$ cat src/rtl/uart_rx_cfg_if.sv
// Receive-side handshake bundle for uart_rx_cfg: held word, status flags and
// the consumer's ready. master = receiver, slave = consumer.
interface uart_rx_cfg_if #(
  parameter int unsigned DATA_BITS = 8
) ();
  logic                 rx_valid;
  logic                 rx_ready;
  logic [DATA_BITS-1:0] rx_data;
  logic                 parity_err;
  logic                 frame_err;
  logic                 rx_break;
  logic                 overrun;

  modport master (
    output rx_valid, rx_data, parity_err, frame_err, rx_break, overrun,
    input  rx_ready
  );

  modport slave (
    input  rx_valid, rx_data, parity_err, frame_err, rx_break, overrun,
    output rx_ready
  );
endinterface

$ cat src/rtl/uart_rx_cfg.sv
// Runtime-configurable UART receiver: 5..DATA_BITS data bits, none/even/odd
// parity, 1 or 2 stop bits, parity/framing/break/overrun status, one-entry
// holding register on a valid/ready handshake.
// Optional: define UART_RX_MAJORITY_EN for 2-of-3 majority bit sampling.
module uart_rx_cfg #(
  parameter int unsigned DATA_BITS = 8,
  parameter int unsigned CNT_W     = 16
) (
  input  logic             i_Clock,
  input  logic             rst_i,
  input  logic             i_Rx_Serial,
  input  logic [CNT_W-1:0] CLKS_PER_BIT,
  input  logic [3:0]       i_Num_Bits,
  input  logic [1:0]       i_Parity_Mode,
  input  logic             i_Two_Stop,
  uart_rx_cfg_if.master    rx_if
);

  localparam int unsigned IDX_W = 4;

  typedef enum logic [2:0] {IDLE, START, DATA, PARITY, STOP, BRK_WAIT} state_t;

  state_t               state_q, state_nx;
  logic [CNT_W-1:0]     cnt_q, cnt_nx;
  logic [IDX_W-1:0]     idx_q, idx_nx;
  logic [DATA_BITS-1:0] shreg_q, shreg_nx;
  logic [CNT_W-1:0]     cpb_q, cpb_nx;
  logic [IDX_W-1:0]     nbits_q, nbits_nx;
  logic                 par_en_q, par_en_nx;
  logic                 par_odd_q, par_odd_nx;
  logic                 two_q, two_nx;
  logic                 par_bit_q, par_bit_nx;
  logic                 ferr_q, ferr_nx;
  logic                 stop_low_q, stop_low_nx;
  logic                 stop2_q, stop2_nx;
  logic                 done_q, done_nx;

  logic                 sync_1, rx_s;
  logic                 line;
  logic                 bit_val;
  logic [CNT_W-1:0]     cnt_last;
  logic [CNT_W-1:0]     cnt_half;
  logic [IDX_W-1:0]     nbits_cap;

  logic                 valid_q;
  logic [DATA_BITS-1:0] data_q;
  logic                 perr_q, frame_q, brk_q, ovr_q;

  // Two-flop synchronizer on the asynchronous line, idles high
  always_ff @(posedge i_Clock) begin
    if (rst_i) begin
      sync_1 <= 1'b1;
      rx_s   <= 1'b1;
    end else begin
      sync_1 <= i_Rx_Serial;
      rx_s   <= sync_1;
    end
  end

`ifdef UART_RX_MAJORITY_EN
  logic hist_1, hist_2;

  // Delay line so the FSM sample point has one sample on either side
  always_ff @(posedge i_Clock) begin
    if (rst_i) begin
      hist_1 <= 1'b1;
      hist_2 <= 1'b1;
    end else begin
      hist_1 <= rx_s;
      hist_2 <= hist_1;
    end
  end

  assign line    = hist_1;
  assign bit_val = (hist_2 & hist_1) | (hist_2 & rx_s) | (hist_1 & rx_s);
`else
  assign line    = rx_s;
  assign bit_val = rx_s;
`endif

  assign cnt_last  = cpb_q - CNT_W'(1);
  assign cnt_half  = cnt_last >> 1;
  assign nbits_cap = (i_Num_Bits < IDX_W'(5) || i_Num_Bits > IDX_W'(DATA_BITS))
                     ? IDX_W'(DATA_BITS) : i_Num_Bits;

  // FSM and frame datapath registers
  always_ff @(posedge i_Clock) begin
    if (rst_i) begin
      state_q    <= IDLE;
      cnt_q      <= '0;
      idx_q      <= '0;
      shreg_q    <= '0;
      cpb_q      <= '0;
      nbits_q    <= '0;
      par_en_q   <= 1'b0;
      par_odd_q  <= 1'b0;
      two_q      <= 1'b0;
      par_bit_q  <= 1'b0;
      ferr_q     <= 1'b0;
      stop_low_q <= 1'b0;
      stop2_q    <= 1'b0;
      done_q     <= 1'b0;
    end else begin
      state_q    <= state_nx;
      cnt_q      <= cnt_nx;
      idx_q      <= idx_nx;
      shreg_q    <= shreg_nx;
      cpb_q      <= cpb_nx;
      nbits_q    <= nbits_nx;
      par_en_q   <= par_en_nx;
      par_odd_q  <= par_odd_nx;
      two_q      <= two_nx;
      par_bit_q  <= par_bit_nx;
      ferr_q     <= ferr_nx;
      stop_low_q <= stop_low_nx;
      stop2_q    <= stop2_nx;
      done_q     <= done_nx;
    end
  end

  // Next-state and frame capture logic
  always_comb begin
    state_nx    = state_q;
    cnt_nx      = cnt_q;
    idx_nx      = idx_q;
    shreg_nx    = shreg_q;
    cpb_nx      = cpb_q;
    nbits_nx    = nbits_q;
    par_en_nx   = par_en_q;
    par_odd_nx  = par_odd_q;
    two_nx      = two_q;
    par_bit_nx  = par_bit_q;
    ferr_nx     = ferr_q;
    stop_low_nx = stop_low_q;
    stop2_nx    = stop2_q;
    done_nx     = 1'b0;

    case (state_q)
      IDLE: begin
        if (!line) begin
          state_nx    = START;
          cnt_nx      = '0;
          idx_nx      = '0;
          shreg_nx    = '0;
          cpb_nx      = CLKS_PER_BIT;
          nbits_nx    = nbits_cap;
          par_en_nx   = (i_Parity_Mode == 2'b01) || (i_Parity_Mode == 2'b10);
          par_odd_nx  = (i_Parity_Mode == 2'b10);
          two_nx      = i_Two_Stop;
          par_bit_nx  = 1'b0;
          ferr_nx     = 1'b0;
          stop_low_nx = 1'b1;
          stop2_nx    = 1'b0;
        end
      end
      START: begin
        if (cnt_q == cnt_half) begin
          cnt_nx   = '0;
          state_nx = bit_val ? IDLE : DATA;
        end else begin
          cnt_nx = cnt_q + CNT_W'(1);
        end
      end
      DATA: begin
        if (cnt_q == cnt_last) begin
          cnt_nx = '0;
          for (int i = 0; i < int'(DATA_BITS); i++) begin
            if (IDX_W'(i) == idx_q) shreg_nx[i] = bit_val;
          end
          idx_nx = idx_q + IDX_W'(1);
          if (idx_q == nbits_q - IDX_W'(1)) state_nx = par_en_q ? PARITY : STOP;
        end else begin
          cnt_nx = cnt_q + CNT_W'(1);
        end
      end
      PARITY: begin
        if (cnt_q == cnt_last) begin
          cnt_nx     = '0;
          par_bit_nx = bit_val;
          state_nx   = STOP;
        end else begin
          cnt_nx = cnt_q + CNT_W'(1);
        end
      end
      STOP: begin
        if (cnt_q == cnt_last) begin
          cnt_nx = '0;
          if (!bit_val) ferr_nx = 1'b1;
          else          stop_low_nx = 1'b0;
          if (two_q && !stop2_q) begin
            stop2_nx = 1'b1;
          end else begin
            done_nx  = 1'b1;
            state_nx = bit_val ? IDLE : BRK_WAIT;
          end
        end else begin
          cnt_nx = cnt_q + CNT_W'(1);
        end
      end
      BRK_WAIT: begin
        if (line) state_nx = IDLE;
      end
      default: state_nx = IDLE;
    endcase
  end

  // Holding register, handshake and overrun pulse
  always_ff @(posedge i_Clock) begin
    if (rst_i) begin
      valid_q <= 1'b0;
      data_q  <= '0;
      perr_q  <= 1'b0;
      frame_q <= 1'b0;
      brk_q   <= 1'b0;
      ovr_q   <= 1'b0;
    end else begin
      ovr_q <= 1'b0;
      if (done_q && (!valid_q || rx_if.rx_ready)) begin
        valid_q <= 1'b1;
        data_q  <= shreg_q;
        perr_q  <= par_en_q && ((^shreg_q ^ par_bit_q) != par_odd_q);
        frame_q <= ferr_q;
        brk_q   <= (shreg_q == '0) && (!par_en_q || !par_bit_q) && stop_low_q;
      end else begin
        if (done_q) ovr_q <= 1'b1;
        if (valid_q && rx_if.rx_ready) valid_q <= 1'b0;
      end
    end
  end

  assign rx_if.rx_valid   = valid_q;
  assign rx_if.rx_data    = data_q;
  assign rx_if.parity_err = perr_q;
  assign rx_if.frame_err  = frame_q;
  assign rx_if.rx_break   = brk_q;
  assign rx_if.overrun    = ovr_q;

endmodule

$ cat src/flat_wrapper.sv
// flat-port wrapper written by rule: the top's interface ports become plain ports
module uart_rx_cfg_flat 
#(
  parameter int unsigned DATA_BITS = 8,
  parameter int unsigned CNT_W     = 16
)
  (i_Clock, rst_i, i_Rx_Serial, CLKS_PER_BIT, i_Num_Bits, i_Parity_Mode, i_Two_Stop, rx_if_rx_valid, rx_if_rx_data, rx_if_parity_err, rx_if_frame_err, rx_if_rx_break, rx_if_overrun, rx_if_rx_ready);
  uart_rx_cfg_if #(.DATA_BITS(DATA_BITS)) rx_if_i ();
  input  logic i_Clock;
  input  logic rst_i;
  input  logic i_Rx_Serial;
  input  logic [CNT_W-1:0] CLKS_PER_BIT;
  input  logic [3:0] i_Num_Bits;
  input  logic [1:0] i_Parity_Mode;
  input  logic i_Two_Stop;
  output wire logic [$bits(rx_if_i.rx_valid)-1:0] rx_if_rx_valid;
  output wire logic [$bits(rx_if_i.rx_data)-1:0] rx_if_rx_data;
  output wire logic [$bits(rx_if_i.parity_err)-1:0] rx_if_parity_err;
  output wire logic [$bits(rx_if_i.frame_err)-1:0] rx_if_frame_err;
  output wire logic [$bits(rx_if_i.rx_break)-1:0] rx_if_rx_break;
  output wire logic [$bits(rx_if_i.overrun)-1:0] rx_if_overrun;
  input wire logic [$bits(rx_if_i.rx_ready)-1:0] rx_if_rx_ready;
  assign rx_if_rx_valid = rx_if_i.rx_valid;
  assign rx_if_rx_data = rx_if_i.rx_data;
  assign rx_if_parity_err = rx_if_i.parity_err;
  assign rx_if_frame_err = rx_if_i.frame_err;
  assign rx_if_rx_break = rx_if_i.rx_break;
  assign rx_if_overrun = rx_if_i.overrun;
  assign rx_if_i.rx_ready = rx_if_rx_ready;
  uart_rx_cfg #(.DATA_BITS(DATA_BITS), .CNT_W(CNT_W)) u_core (.i_Clock(i_Clock), .rst_i(rst_i), .i_Rx_Serial(i_Rx_Serial), .CLKS_PER_BIT(CLKS_PER_BIT), .i_Num_Bits(i_Num_Bits), .i_Parity_Mode(i_Parity_Mode), .i_Two_Stop(i_Two_Stop), .rx_if(rx_if_i));
endmodule
$ cat config.mk
export PLATFORM = sky130hd
export DESIGN_NAME = uart_rx_cfg_flat
export DESIGN_NICKNAME = d
export VERILOG_FILES = /design/src/rtl/uart_rx_cfg_if.sv /design/src/rtl/uart_rx_cfg.sv /design/src/flat_wrapper.sv
export SDC_FILE = /design/constraint.sdc
export NUM_CORES = 1
export LEC_CHECK = 0
export CAP_MARGIN = 20
export CELL_PAD_IN_SITES_DETAIL_PLACEMENT = 1
export CELL_PAD_IN_SITES_GLOBAL_PLACEMENT = 2
export CORE_ASPECT_RATIO = 0.6
export CORE_UTILIZATION = 34
export DETAILED_ROUTE_END_ITERATION = 8
export GPL_ROUTABILITY_DRIVEN = 0
export PLACE_DENSITY = 0.89
export SETUP_SLACK_MARGIN = 0.02
export SLEW_MARGIN = 20
export SYNTH_ARGS = -nofsm -noshare
export SYNTH_HDL_FRONTEND = slang
export SYNTH_SLANG_ARGS = --single-unit
$ cat constraint.sdc
create_clock -name i_Clock -period 4.35 [get_ports i_Clock]
set_input_delay 1.0875 -clock i_Clock [delete_from_list [all_inputs] [get_ports i_Clock]]
set_output_delay 1.0875 -clock i_Clock [all_outputs]
set_load 0.005 [all_outputs]
-- Word level (Yosys, flattened, before mapping)
Cells that the tools add are included.
- bits in registers: 74
- input port bits: 27
- output and inout bits: 13
- word-level logic and storage cells: 165
- add/sub/neg operators: 4
- $lt $le $gt $ge: 2
- equality and inequality tests: 37
- muxes and demuxes: 47
- bitwise logic cells: 4
- reduce and logical (&&, ||, !) cells: 42
- operators with widths (cell ; number):
    16-bit two-way mux ; 3
    16-bit one-hot mux with 3 select lines ; 1
    4-bit AND reduction ; 11
    2-bit by 1-bit != test with 1-bit output, second input constant ; 16
    3-bit two-way mux ; 10
    1-bit two-way mux ; 20
    3-bit one-hot mux with 6 select lines ; 1
    16-bit by 1-bit adder with 16-bit output, second input constant ; 1
    16-bit by 15-bit equality test with 1-bit output ; 1
    16-bit equality test ; 1
    3-bit by 4-bit equality test with 1-bit output, first input constant ; 4
    8-bit two-way mux ; 2
    8-bit one-hot mux with 2 select lines ; 1
    16-bit by 1-bit subtractor with 16-bit output, second input constant ; 1
    4-bit two-way mux ; 3
    2-bit by 4-bit equality test with 1-bit output, first input constant ; 2
    8-bit zero test ; 1
    1-bit one-hot mux with 2 select lines ; 4
    4-bit one-hot mux with 2 select lines ; 1
    8-bit AND reduction ; 1
    2-bit nonzero test ; 4
    8-bit parity ; 1
    3-bit by 2-bit equality test with 1-bit output, second input constant ; 2
    3-bit equality test, second input constant ; 2
    24 further kinds ; 42

-- Longest topological paths before layout
- word-level depth: 5
- mapped depth: 13

-- Least setup slack after synthesis
Ideal clock, no wire load.
- path kind: flip-flop to flip-flop
- from: register u_core.cpb_q[2]
- to: register u_core.state_q[2]
- arrival time: 3.705 ns
- required time: 4.229 ns
- path slack: 0.524 ns
- stages on the path, launching flop included: 11
- period minus slack after synthesis: 3.826 ns
- cell sequence: dfxtp_1 buf_6 or4_4 or2_1 buf_6 nor3_1 mux2_2 or4_1 or4_1 a221o_1 mux2_4
- cells in the longest elaborated chain, start to end: 4
- elaborated cells on any way between the ends: 8
- those cells by class: add/sub (1); eq/ne (6); reduce/logical (1)
- ends and longest elaborated chain (item ; line ; source):
    from (decl) ; uart_rx_cfg.sv:27 ; logic [CNT_W-1:0] cpb_q, cpb_nx;
    from (signal assigned) ; uart_rx_cfg.sv:108 ; cpb_q <= cpb_nx;
    16-bit by 1-bit subtractor with 16-bit output * ; uart_rx_cfg.sv:81 ; assign cnt_last = cpb_q - CNT_W'(1);
    16-bit equality test / 16-bit by 15-bit equality test with 1-bit output (equally long branches) ; -- ;
    2-bit by 1-bit != test with 1-bit output (no line) ; -- ;
    8-bit AND reduction (no line) * ; -- ;
    to (signal assigned) ; uart_rx_cfg.sv:104 ; state_q <= state_nx;
    to (decl) ; uart_rx_cfg.sv:23 ; state_t state_q, state_nx;
Every way passes the cells marked *; elsewhere a longest branch is shown, timed or not.
A chain may end at the register's enable or synchronous reset.

-- Final worst setup path
- from: register u_core.cpb_q[0]
- to: register u_core.cnt_q[12]
- cells in the longest elaborated chain, start to end: 4
- elaborated cells on any way between the ends: 6
- those cells by class: add/sub (1); eq/ne (2); mux (3)
- ends and longest elaborated chain (item ; line ; source):
    16-bit by 1-bit subtractor with 16-bit output * ; uart_rx_cfg.sv:81 ;
    16-bit equality test / 16-bit by 15-bit equality test with 1-bit output (equally long branches) ; -- ;
    16-bit two-way mux, on equally long branches ; -- ;
    16-bit one-hot mux with 3 select lines * ; uart_rx_cfg.sv:138 ; case (state_q)
    to (signal assigned) ; uart_rx_cfg.sv:105 ; cnt_q <= cnt_nx;
    to (decl) ; uart_rx_cfg.sv:24 ; logic [CNT_W-1:0] cnt_q, cnt_nx;
Marked as above.

==> impl_metrics.py <==
metrics = {
    "status": {
        "status": "finished, final reports clean",
    },
    "power": {
        "comb_power_share": 0.276,
        "power.net_switching_w": 0.000785,
        "cellPowerDensity_nw_per_um2": 377,
        "total_leakage_power_nw": 2.04,
        "power.share.clock": 0.384,
        "intPower_w": 0.00144,
        "p_sw_frac": 0.353,
        "power_w": 0.00222,
        "seq_power_share": 0.339,
        "worst_ir_drop_vdd_uv": 220,
    },
    "route": {
        "first_pass_iters": 6,
        "remaining_drc_errors": 0,
        "num_vias": 5218,
        "post_drt_via_cell_ratio": 5.90,
        "route.detailed.wl_per_inst_um": 20.1,
        "finalWirelength_um": 17800,
        "drt_iter0_markers": 549,
        "post_drt_antenna_nets": 0,
    },
    "cts": {
        "clock_latency_ns": 0.35,
        "tritoncts": "done",
        "max-clock-path-buffers": 2,
        "h_tree_levels": 3,
        "worst_setup_hold_path_clk_slew_ns": 0.07,
        "cts_root_buf": "sky130_fd_sc_hd__clkbuf_16",
        "cts.hold.buffers_added": 0,
        "clock_sink_count": 74,
        "tritoncts.num_buffers": 9,
        "cts_setup_buffers": 0,
        "cts_repair_resize_count": 0,
    },
    "grt": {
        "grt_start_max_net_pins": 58,
        "grt_antenna_before_repair": 0,
        "total_overflow_reported_by_the_global_router": 0,
        "first_global_vias": 5156,
        "global_route.usage.total": 0.240,
        "grt_first_pass_wirelength_um": 28600,
    },
    "floorplan": {
        "die-area_um2": 15300,
        "num_rows": 33,
        "start_util": 0.358,
        "top_level_ports": 40,
        "floorplan.die.width_um": 159,
        "die_height_um": 96.1,
        "core_um2": 14000,
    },
    "yosys": {
        "synth-edff-count": 0,
        "synth_top_flop_cell": "sky130_fd_sc_hd__dfxtp_1",
        "postSynth.asyncResetShare": 0,
        "netlist_area_um2": 5020,
        "syn_nets": 716,
        "netlist.area_leader.share": 0.295,
        "yosys_register_bits": 74,
        "yosys_top_cell_by_area": "sky130_fd_sc_hd__dfxtp_1",
        "ys_top_cells_by_area": "sky130_fd_sc_hd__dfxtp_1, sky130_fd_sc_hd__a21oi_1, sky130_fd_sc_hd__nand2_1, sky130_fd_sc_hd__xnor2_1, sky130_fd_sc_hd__nand3_1",
        "post_synth_most_frequent_cells": "sky130_fd_sc_hd__nand2_1, sky130_fd_sc_hd__dfxtp_1, sky130_fd_sc_hd__a21oi_1",
        "synthCells": 677,
        "ys_types": 68,
        "syn_avg_cell_area_um2": 7.41,
        "synth.yosys.seq_area_share": 0.295,
        "count_leader_synth": "sky130_fd_sc_hd__nand2_1",
        "synth_warnings": 0,
    },
    "sta": {
        "worstMarginPinSlew_ns": 0.901,
        "timing.fmax_mhz": 251,
        "max-slew-margin-rel": 0.399,
        "tns_ns": 0,
        "final-setup-viol-count": 0,
        "grt_setup_unrepaired": "no",
        "timing.final.crit_period_ns": 3.98,
        "layout_setup_ws_ns": 0.366,
        "fin_worst_skew_ns": 0.0109,
        "hold_violations": 0,
        "final_max_slew_viol_count": 0,
        "period_share": 0.916,
    },
    "hold_path": {
        "min-delay-path-class": "flop to flop",
    },
    "cells_and_area": {
        "final_layout_size_suffix_gt1_frac": 0.0808,
        "area.growth.synth_to_final_pct": 17.6,
        "finalNetCount": 727,
        "diodes": 0,
    },
    "run": {
        "cap_violations": 0,
    },
    "worst_setup_path": {
        "critPathKind": "flop to flop",
        "crit_path_start_kind": "flop",
        "worstPathMaxFanout": 14,
        "cp_data_arrival_time_ns": 4.21,
        "endpoint_type_of_the_worst_setup_path": "flop",
        "required_ns": 4.57,
    },
    "placed_design": {
        "portBuffers": 39,
        "pre_cts_ws_ns": 0.418,
        "dp_hpwl_um": 13300,
    },
}
[layer usage]
layer / track usage / routed length [um]
met1: 0.352 / 9010
met2: 0.350 / 6860
met3: 0.0577 / 1670
met4: 0.0505 / 221
met5: 0 / 0
[worst max-delay path, cell delays in order (launching register included)]
cell                        delay, ns
sky130_fd_sc_hd__dfxtp_1         0.36
sky130_fd_sc_hd__inv_1           0.07
sky130_fd_sc_hd__ha_1            0.30
sky130_fd_sc_hd__or4b_1          0.69
sky130_fd_sc_hd__o41ai_1         0.55
sky130_fd_sc_hd__nand3b_1        0.14
sky130_fd_sc_hd__a2111oi_0       0.52
sky130_fd_sc_hd__buf_4           0.21
sky130_fd_sc_hd__and4_1          0.17
sky130_fd_sc_hd__a21oi_1         0.23
sky130_fd_sc_hd__buf_4           0.28
sky130_fd_sc_hd__o2111ai_1       0.23
sky130_fd_sc_hd__nand3_1         0.10
[worst paths after layout]
kind	startpoint	endpoint	slack, ns	cells past startpoint
min reg2reg	u_core.sync_1	u_core.bit_val	0.43	1
min	u_core.sync_1	u_core.bit_val	0.43	1
max reg2reg	u_core.cpb_q[0]	u_core.cnt_q[12]	0.37	12
max	u_core.cpb_q[0]	u_core.cnt_q[12]	0.37	12
[cell type report]
type,instances,area [um^2]
clock buffers,9,225
clock inverters,7,108
fillers,1736,8140
inverters,33,124
multi-input cells,509,3170
flip-flops and latches,74,1480
well taps,192,240
repair buffers,61,551
[through the flow]
stage / instances / hold WS (ns) / util / instance area (um^2)
CTS: 885 / 0.435 / 0.420 / 5890
global placement: 869 / 0.400 / 0.396 / 5560
global route: 885 / 0.452 / 0.420 / 5900
floorplan: 677 / 0.389 / - / 5020
finish: 885 / 0.428 / 0.420 / 5900
detailed placement: 869 / 0.417 / 0.396 / 5560
[flip-flops by register name (all words and copies together) (netlist names), 3 cells and up]
register and cells:
u_core.shreg_q 8, u_core.idx_q 4, u_core.cpb_q 16, u_core.nbits_q 4
u_core.state_q 3, u_core.cnt_q 16, u_core.rx_if.rx_data 8
[power groups by stage]
stage	logic, W	registers (W)	clock network [W]
after floorplan	0.000428	0.000727	0
after global placement	0.000559	0.000765	0
after detailed placement	0.000587	0.000766	0
after CTS	0.000593	0.000752	0.000870
after global routing	0.000655	0.000760	0.000900
final	0.000615	0.000755	0.000854
[kinds of logic after synthesis]
kind of cell | after synthesis | share of synthesized area
multiplexers | 8 | 0.0172
AO/OA/AOI/OAI | 158 | 0.200
adder cells (fa/ha/maj) | 12 | 0.0299
XOR/XNOR | 44 | 0.0795
flip-flops | 74 | 0.295
buffers and inverters | 94 | 0.0760
AND/OR/NAND/NOR | 287 | 0.302
[cells in the final DEF, fill, tap and decap left out, types with 3 or more instances in the layout]
| master | n |
|---|---|
| sky130_fd_sc_hd__a2111oi_0 | 5 |
| sky130_fd_sc_hd__a211oi_1 | 5 |
| sky130_fd_sc_hd__a21oi_1 | 65 |
| sky130_fd_sc_hd__a22oi_1 | 12 |
| sky130_fd_sc_hd__a31oi_1 | 3 |
| sky130_fd_sc_hd__and2_1 | 7 |
| sky130_fd_sc_hd__and3_1 | 12 |
| sky130_fd_sc_hd__buf_4 | 22 |
| sky130_fd_sc_hd__clkbuf_16 | 9 |
| sky130_fd_sc_hd__clkdlybuf4s50_1 | 38 |
| sky130_fd_sc_hd__dfxtp_1 | 74 |
| sky130_fd_sc_hd__ha_1 | 12 |
| sky130_fd_sc_hd__inv_1 | 32 |
| sky130_fd_sc_hd__mux2i_1 | 6 |
| sky130_fd_sc_hd__nand2_1 | 85 |
| sky130_fd_sc_hd__nand2b_1 | 8 |
| sky130_fd_sc_hd__nand3_1 | 38 |
| sky130_fd_sc_hd__nand4_1 | 19 |
| sky130_fd_sc_hd__nand4b_1 | 3 |
| sky130_fd_sc_hd__nor2_1 | 29 |
| sky130_fd_sc_hd__nor2b_1 | 6 |
| sky130_fd_sc_hd__nor3_1 | 24 |
| sky130_fd_sc_hd__nor3_2 | 4 |
| sky130_fd_sc_hd__nor3b_1 | 5 |
| sky130_fd_sc_hd__nor4_1 | 12 |
| sky130_fd_sc_hd__o2111ai_1 | 11 |
| sky130_fd_sc_hd__o211ai_1 | 7 |
| sky130_fd_sc_hd__o21ai_0 | 24 |
| sky130_fd_sc_hd__o31a_1 | 3 |
| sky130_fd_sc_hd__o41ai_1 | 3 |
| sky130_fd_sc_hd__or2_2 | 3 |
| sky130_fd_sc_hd__or3_1 | 9 |
| sky130_fd_sc_hd__or4_1 | 6 |
| sky130_fd_sc_hd__xnor2_1 | 30 |
| sky130_fd_sc_hd__xor2_1 | 13 |
Note: power is estimated with default switching activity, not from simulation.
